File: src/rtl/apb_rx_ctrl_if.sv
// APB bus bundle for the UART receive register controller.
// The master drives the request fields; the slave returns read data and error.
interface apb_rx_ctrl_if;
  logic       psel;
  logic       penable;
  logic       pwrite;
  logic [2:0] paddr;
  logic [7:0] pwdata;
  logic [7:0] prdata;
  logic       pslverr;

  modport master (
    output psel, penable, pwrite, paddr, pwdata,
    input  prdata, pslverr
  );

  modport slave (
    input  psel, penable, pwrite, paddr, pwdata,
    output prdata, pslverr
  );
endinterface

File: src/rtl/apb_rx_ctrl.sv
// APB register controller for the UART receive block.
// Holds bit_period/data_size configuration, sticky receive errors and
// generates the one-cycle data_read acknowledge. Zero-wait-state slave.
//
// state_reg holds the bus phase of the previous cycle; state_next is the
// phase of the current cycle, so reads, errors and writes act in the same
// cycle the master presents its access phase.
module apb_rx_ctrl #(
  parameter logic [13:0] DEFAULT_BIT_PERIOD = 14'd10,
  parameter logic [3:0]  DEFAULT_DATA_SIZE  = 4'd8
) (
  input  logic               clk,
  input  logic               n_rst,
  apb_rx_ctrl_if.slave       apb,
  input  logic [7:0]         rx_data,
  input  logic               data_ready,
  input  logic               overrun_error,
  input  logic               framing_error,
  output logic               data_read,
  output logic [13:0]        bit_period,
  output logic [3:0]         data_size
);

  typedef enum logic [1:0] {IDLE, SETUP, ACCESS} state_t;

  state_t      state_reg, state_next;
  logic [13:0] bit_period_reg;
  logic [3:0]  data_size_reg;
  logic        framing_sticky_reg;
  logic        overrun_sticky_reg;
  logic        data_read_reg;

  logic        in_access;
  logic        violation;
  logic        access_err;
  logic        wr_ok;
  logic        rd_ok;
  logic        sticky_clr;
  logic [7:0]  read_data;
  logic [7:0]  rx_masked;
  logic [7:0]  prdata_next;
  logic        pslverr_next;

  // Bus phase register
  always_ff @(posedge clk or negedge n_rst) begin
    if (!n_rst) state_reg <= IDLE;
    else        state_reg <= state_next;
  end

  // Phase of the current cycle from previous phase and bus controls
  always_comb begin
    state_next = IDLE;
    case (state_reg)
      IDLE: begin
        // psel & penable straight from IDLE is a protocol violation: stay IDLE
        if (apb.psel && !apb.penable) state_next = SETUP;
      end
      SETUP: begin
        if (apb.psel && apb.penable) state_next = ACCESS;
        else if (apb.psel)           state_next = SETUP;
      end
      ACCESS: begin
        if (apb.psel && !apb.penable) state_next = SETUP;
      end
      default: state_next = IDLE;
    endcase
  end

  // Receive byte trimmed to the configured frame width
  always_comb begin
    case (data_size_reg)
      4'd5:    rx_masked = {3'b000, rx_data[4:0]};
      4'd7:    rx_masked = {1'b0, rx_data[6:0]};
      default: rx_masked = rx_data;
    endcase
  end

  // Output decode: read mux, error response and register strobes
  always_comb begin
    in_access  = (state_next == ACCESS);
    violation  = (state_reg == IDLE) && apb.psel && apb.penable;
    read_data  = 8'h00;
    access_err = 1'b1;
    case (apb.paddr)
      3'd0: begin
        read_data  = {6'b0, framing_sticky_reg | overrun_sticky_reg, data_ready};
        access_err = apb.pwrite;
      end
      3'd1: begin
        read_data  = {6'b0, overrun_sticky_reg, framing_sticky_reg};
        access_err = apb.pwrite;
      end
      3'd2: begin
        read_data  = bit_period_reg[7:0];
        access_err = 1'b0;
      end
      3'd3: begin
        read_data  = {2'b00, bit_period_reg[13:8]};
        access_err = 1'b0;
      end
      3'd4: begin
        read_data  = {4'b0, data_size_reg};
        access_err = apb.pwrite && !(apb.pwdata[3:0] == 4'd5 ||
                                     apb.pwdata[3:0] == 4'd7 ||
                                     apb.pwdata[3:0] == 4'd8);
      end
      3'd6: begin
        read_data  = rx_masked;
        access_err = apb.pwrite;
      end
      default: begin
        read_data  = 8'h00;
        access_err = 1'b1;
      end
    endcase
    wr_ok        = in_access && apb.pwrite && !access_err;
    rd_ok        = in_access && !apb.pwrite && !access_err;
    sticky_clr   = rd_ok && (apb.paddr == 3'd1);
    prdata_next  = apb.psel ? read_data : 8'h00;
    pslverr_next = (in_access && access_err) || violation;
  end

  assign apb.prdata  = prdata_next;
  assign apb.pslverr = pslverr_next;

  // Configuration registers, written at the edge ending an error-free access
  always_ff @(posedge clk or negedge n_rst) begin
    if (!n_rst) begin
      bit_period_reg <= DEFAULT_BIT_PERIOD;
      data_size_reg  <= DEFAULT_DATA_SIZE;
    end else if (wr_ok) begin
      case (apb.paddr)
        3'd2:    bit_period_reg[7:0]  <= apb.pwdata;
        3'd3:    bit_period_reg[13:8] <= apb.pwdata[5:0];
        3'd4:    data_size_reg        <= apb.pwdata[3:0];
        default: ;
      endcase
    end
  end

  // Sticky receive errors: a new error in the clearing cycle wins
  always_ff @(posedge clk or negedge n_rst) begin
    if (!n_rst) begin
      framing_sticky_reg <= 1'b0;
      overrun_sticky_reg <= 1'b0;
    end else begin
      framing_sticky_reg <= framing_error | (framing_sticky_reg & ~sticky_clr);
      overrun_sticky_reg <= overrun_error | (overrun_sticky_reg & ~sticky_clr);
    end
  end

  // One-cycle acknowledge after each good read of the receive byte
  always_ff @(posedge clk or negedge n_rst) begin
    if (!n_rst) data_read_reg <= 1'b0;
    else        data_read_reg <= rd_ok && (apb.paddr == 3'd6) && data_ready;
  end

  assign data_read  = data_read_reg;
  assign bit_period = bit_period_reg;
  assign data_size  = data_size_reg;

endmodule

File: src/flat_wrapper.sv
// flat-port wrapper written by rule: the top's interface ports become plain ports
module apb_rx_ctrl_flat 
#(
  parameter logic [13:0] DEFAULT_BIT_PERIOD = 14'd10,
  parameter logic [3:0]  DEFAULT_DATA_SIZE  = 4'd8
)
  (clk, n_rst, rx_data, data_ready, overrun_error, framing_error, data_read, bit_period, data_size, apb_psel, apb_penable, apb_pwrite, apb_paddr, apb_pwdata, apb_prdata, apb_pslverr);
  apb_rx_ctrl_if apb_i ();
  input  logic clk;
  input  logic n_rst;
  input  logic [7:0] rx_data;
  input  logic data_ready;
  input  logic overrun_error;
  input  logic framing_error;
  output logic data_read;
  output logic [13:0] bit_period;
  output logic [3:0] data_size;
  input wire logic [$bits(apb_i.psel)-1:0] apb_psel;
  input wire logic [$bits(apb_i.penable)-1:0] apb_penable;
  input wire logic [$bits(apb_i.pwrite)-1:0] apb_pwrite;
  input wire logic [$bits(apb_i.paddr)-1:0] apb_paddr;
  input wire logic [$bits(apb_i.pwdata)-1:0] apb_pwdata;
  output wire logic [$bits(apb_i.prdata)-1:0] apb_prdata;
  output wire logic [$bits(apb_i.pslverr)-1:0] apb_pslverr;
  assign apb_i.psel = apb_psel;
  assign apb_i.penable = apb_penable;
  assign apb_i.pwrite = apb_pwrite;
  assign apb_i.paddr = apb_paddr;
  assign apb_i.pwdata = apb_pwdata;
  assign apb_prdata = apb_i.prdata;
  assign apb_pslverr = apb_i.pslverr;
  apb_rx_ctrl #(.DEFAULT_BIT_PERIOD(DEFAULT_BIT_PERIOD), .DEFAULT_DATA_SIZE(DEFAULT_DATA_SIZE)) u_core (.clk(clk), .n_rst(n_rst), .apb(apb_i), .rx_data(rx_data), .data_ready(data_ready), .overrun_error(overrun_error), .framing_error(framing_error), .data_read(data_read), .bit_period(bit_period), .data_size(data_size));
endmodule
File: config.mk
export PLATFORM = sky130hd
export DESIGN_NAME = apb_rx_ctrl_flat
export DESIGN_NICKNAME = d
export VERILOG_FILES = /design/src/rtl/apb_rx_ctrl_if.sv /design/src/rtl/apb_rx_ctrl.sv /design/src/flat_wrapper.sv
export SDC_FILE = /design/constraint.sdc
export NUM_CORES = 1
export LEC_CHECK = 0
export CAP_MARGIN = 10
export CORE_ASPECT_RATIO = 0.9
export CORE_UTILIZATION = 29
export DETAILED_ROUTE_END_ITERATION = 7
export HOLD_SLACK_MARGIN = 0.08
export PLACE_DENSITY_LB_ADDON = 0.2
export SLEW_MARGIN = 15
export SYNTH_ARGS = -nofsm -noshare
export SYNTH_HDL_FRONTEND = slang
export SYNTH_SLANG_ARGS = --single-unit
File: constraint.sdc
create_clock -name clk -period 3.15 [get_ports clk]
set_input_delay 0.4725 -clock clk [delete_from_list [all_inputs] [get_ports clk]]
set_output_delay 0.4725 -clock clk [all_outputs]
set_load 0.005 [all_outputs]
-- Yosys cells after proc, flatten, opt, wreduce, memory -nomap -nowiden
Index checks and enable logic that the tools add are counted.
- add/subtract/negate cells: 0
- $mul: 0
- divide/modulo/power cells: 0
- order comparisons: 0
- equal/unequal tests: 13
- shifts and indexed selects: 0
- mux-type cells: 8
- bitwise gates (word level): 6
- reduce and logical (&&, ||, !) cells: 28
- operator list (kind ; count):
    $pmux W8 S6 ; 1
    $eq A4 B3 Y1 const B ; 4
    $pmux W8 S2 ; 1
    $logic_and A1 B1 Y1 ; 13
    $mux W8 ; 1
    $eq A3 B2 Y1 const B ; 2
    $eq A3 B3 Y1 const B ; 2
    $reduce_and A2 Y1 ; 3
    $eq A2 B2 Y1 const B ; 2
    $eq A4 B4 Y1 const B ; 1
    $logic_not A1 Y1 ; 4
    $pmux W2 S2 ; 1
    $reduce_or A2 Y1 ; 2
    $eq A3 B1 Y1 const B ; 1
    $logic_not A3 Y1 ; 1
    $logic_or A1 B1 Y1 ; 3
    $or A1 B1 Y1 ; 3
    $pmux W1 S3 ; 1
    $reduce_or A3 Y1 ; 1
    $and A1 B1 Y1 ; 2
    $eq A2 B1 Y1 const B ; 1
    $logic_not A2 Y1 ; 1
    $mux W1 ; 2
    $mux W2 ; 1
    $not A1 Y1 ; 1
- flip-flop bits (word level): 23
- bits in latches: 0
- RAM bits: 0
- ROM bits: 0
- input bits: 27
- output and inout port bits: 28
- word-level logic and storage cells: 62
- memories kept: 0

-- Logic depth before layout (Yosys ltp)
- word-level depth: 12
- depth in mapped cells: 5
- mapped depth without buffers: 4

-- Least setup slack after synthesis
Ideal clock, no wire load.
- path kind: input-to-output
- from: input port apb_paddr[2]
- to: output port apb_prdata[1]
- data arrival time: 1.369 ns
- required time: 2.677 ns
- setup slack: 1.309 ns
- cell stages on the path: 5
- path buffers: 1
- path through: buf_2 mux2_2 nand2_1 o21ai_0 a32o_1
- word-level cells in the longest chain between the ends: 3
- elaborated cells on any way between the ends: 8
- those cells by class: eq/ne (5); mux (2); reduce/logical (1)
- ends and longest elaborated chain (item ; line ; source):
    start: declaration ; flat_wrapper.sv:21 ; input wire logic [$bits(apb_i.paddr)-1:0] apb_paddr;
    $eq A3 B3 Y1, or another cell as far along ; apb_rx_ctrl.sv:84 ; case (apb.paddr)
    $pmux W8 S6 * ; apb_rx_ctrl.sv:84 ;
    $mux W8 * ; apb_rx_ctrl.sv:119 ; prdata_next = apb.psel ? read_data : 8'h00;
    end: declaration ; flat_wrapper.sv:23 ; output wire logic [$bits(apb_i.prdata)-1:0] apb_prdata;
Every way passes the cells marked *; elsewhere a longest branch is shown, timed or not.

-- Final worst setup path
- from: input port apb_paddr[0]
- to: output port apb_pslverr
- word-level cells in the longest chain between the ends: 5
- elaborated cells on any way between the ends: 11
- those cells by class: eq/ne (5); mux (1); reduce/logical (5)
- ends and longest elaborated chain (item ; line ; source):
    $eq A3 B3 Y1, or another cell as far along ; apb_rx_ctrl.sv:84 ;
    $reduce_or A3 Y1 (no source line) / $reduce_or A2 Y1 (equally long branches) ; - ;
    $pmux W1 S3 * ; apb_rx_ctrl.sv:84 ;
    $logic_and A1 B1 Y1 * ; apb_rx_ctrl.sv:120 ; pslverr_next = (in_access && access_err) || violation;
    $logic_or A1 B1 Y1 * ; apb_rx_ctrl.sv:120 ;
    end: declaration ; flat_wrapper.sv:24 ; output wire logic [$bits(apb_i.pslverr)-1:0] apb_pslverr;
Marks and branches as above.

==> metrics.txt <==
outcome=complete, but fails checks; failing checks=design-rule violations; Initial DRT Pass Iterations=6; largest net degree at the start of global routing=24; final setup vio count=0; most frequent CP cell=clkdlybuf4s50_1; clock latency at the later pin of the worst-skew pair=0.26 ns; unrepaired setup endpoints after global routing=false; core footprint=4101 um2; Peak VDD IR=0.0001919 V; Slowest-stage cell, CP=clkdlybuf4s50_1; syn_nets=140; net switching power=158.3 uW; Initial DRC Count=69; Synth Area in XOR/XNOR=0; Synth top cells by count=dfrtp_1, mux2_2, mux2i_1; grt ovf=0; DR vias=1122; arrival time at the worst endpoint=2.44 ns; skew final=0.003906 ns; Compound-Gate Fraction of Synth Area=0.1185; LEAKAGE=0.8159 nW; Max Fclk=343.6 MHz; critical-path cell list=clkdlybuf4s50_1 -> inv_1 -> nand2_1 -> o311ai_0 -> a211oi_1 -> clkdlybuf4s50_1; WL met2=1492 um; vias per std cell=5.147; count leader, synth=dfrtp_1; NumNets Final=198; adder-cell share of the synthesized area=0; io pins=55; synth unique cells=31; Initial Util=0.3063; Slew Viols, Final=0; Post-Syn Area per Cell=11.12 um2; final core utilization=0.4649; met3 WL post-DR=314 um; Post-synth EDFFs=0; Async SR Flop Fraction=1.000; Metal-1 WL=1607 um; CTS Buf Count=3; Layout area overhead=51.79%; CTS clk-pin slew, worst paths=0.08 ns; crit share post-route=0.9240; multiplexer share of the synthesized area=0.2460; Die Width=71.38 um; critical path startpoint category=primary input; num rows=22; max-cap viol count=0; Yosys reg bits=23; Root Driver=clkbuf_8; internal power=492.4 uW; clock power share=0.278; fill count=379; vias in the first global route=1140; Required @ worst endpoint=2.68 ns; initial antenna violation count=0; total die area=4599 um2; Setup Total Neg Slack=0 ns; antenna diode count=0; Tightest Pin Transition=0.5856 ns; Tmin final=2.911 ns; cell count after synthesis=113; DRC=5; Sink Count=23; Synth Warn #=0; Seq/Total Area, Yosys=0.4612; Net Sw Frac=0.2433; top cells by area in the synthesized netlist=dfrtp_1, mux2_2, mux2i_1; Crit. End Element=primary output; Post-CTS Setup Repair Bufs=0; Worst Hold Class=primary input to async pin; Worst Reg2Reg Path Length in Cells=4; CTS Buffer Depth=2; first-pass GRT wire length=5506 um; Comb pwr share=0.219; Top Metal Used=met3; Routability Congestion=0.8588; TritonCTS clock tree=yes; largest family of logic cells by synthesized area=multiplexers; Sequential Power Share=0.503; routed wire length=3414 um; Routed Antenna Nets=0; CTS Hold Bufs=0; max FFs per register=14; Final HPWL DP=2619 um; post-synthesis simple-gate area fraction=0.1454; die height=64.44 um; Yosys top cell area share=0.3984; ys flop type=dfrtp_1; crit-path max FO=9; area leader, netlist=dfrtp_1; mapped cell area=1256 um2; CP peak stage delay=0.69 ns; GRT Total Usage=0.1542; Critical Setup Path Class=primary input to primary output; Max transition margin=0.6082; Final Hold Viols=0; Clock H-tree levels=1; Cell Pwr Density=341.2 nW/um2; Routed WL per cell=15.66 um; I/O Buffers=54; layout cell share with drive strength beyond 1=0.1824; post-cts sizing count=0
[critical path, delay by kind of cell]
family          cells  cell delay, ns
buf+inv             3            1.37
compound gates      2            0.45
simple gates        1            0.15
[cell usage in the layout, fill, tap and decap left out, types with 3 or more instances in the layout]
cell	n
nand2_1	7
o21ai_0	5
a21o_1	3
inv_1	4
clkbuf_8	3
mux2i_1	8
dfrtp_1	20
nor2_1	3
and2_1	3
mux2_4	4
a21oi_1	5
nand4b_1	3
nand2b_1	4
buf_4	4
mux2_2	15
dfstp_2	3
clkdlybuf4s50_1	53
[area by class of cell]
cell class              count  area [um2]  share of cell area
clock inverters             1       5.005            0.002625
repair buffers             58       565.5              0.2966
inverters                   4       15.01            0.007874
flip-flops and latches     23       579.3              0.3038
well taps                  48       60.06             0.03150
multi-input cells          81       640.6              0.3360
clock buffers               3       41.29             0.02165
[worst paths after layout]
kind                                      from                   end  slack [ns]
min in group clk           u_core.state_reg[1]   u_core.state_reg[0]        0.48
max reg2reg                u_core.state_reg[1]  u_core.bit_period[4]        1.28
max                               apb_paddr[0]           apb_pslverr        0.24
min reg2reg                u_core.state_reg[1]   u_core.state_reg[0]        0.48
min                                      n_rst  u_core.bit_period[9]        0.17
max in group asynchronous                n_rst   u_core.data_size[3]        2.61
[power by group through the flow]
| stage | sequential [mW] | clock (mW) | combinational (mW) |
|---|---|---|---|
| floorplan | 0.332 | 0 | 0.0482 |
| CTS | 0.328 | 0.190 | 0.144 |
| global route | 0.330 | 0.201 | 0.155 |
| detailed placement | 0.333 | 0 | 0.143 |
| global placement | 0.333 | 0 | 0.142 |
| finish | 0.327 | 0.181 | 0.143 |
[logic make-up (layout without fill, tap and decap cells)]
group | Yosys count | count (layout)
compound gates | 23 | 23
buf+inv | 9 | 66
flops | 23 | 23
mux | 27 | 27
simple gates | 31 | 31
[metrics by stage]
step	std cells	worst slack, ns	instance area, um2	hold slack (ns)	total power, mW
5_1_grt	218	0.1414	1907	0.2090	0.6861
4_1_cts	218	0.2700	1912	0.4742	0.6617
3_3_place_gp	214	0.2584	1866	0.4574	0.4746
3_5_place_dp	214	0.2801	1866	0.4631	0.4764
6_report	218	0.2393	1907	0.1746	0.6507
2_1_floorplan	113	1.309	1256	0.1769	0.3798
[routing by layer]
layer  vias up  global-route usage
met5         -                   0
met4         0             0.01500
met3         0             0.05910
met2        46              0.2298
met1       543              0.2186
li1        533                   -
Note: power is estimated with default switching activity, not from simulation.
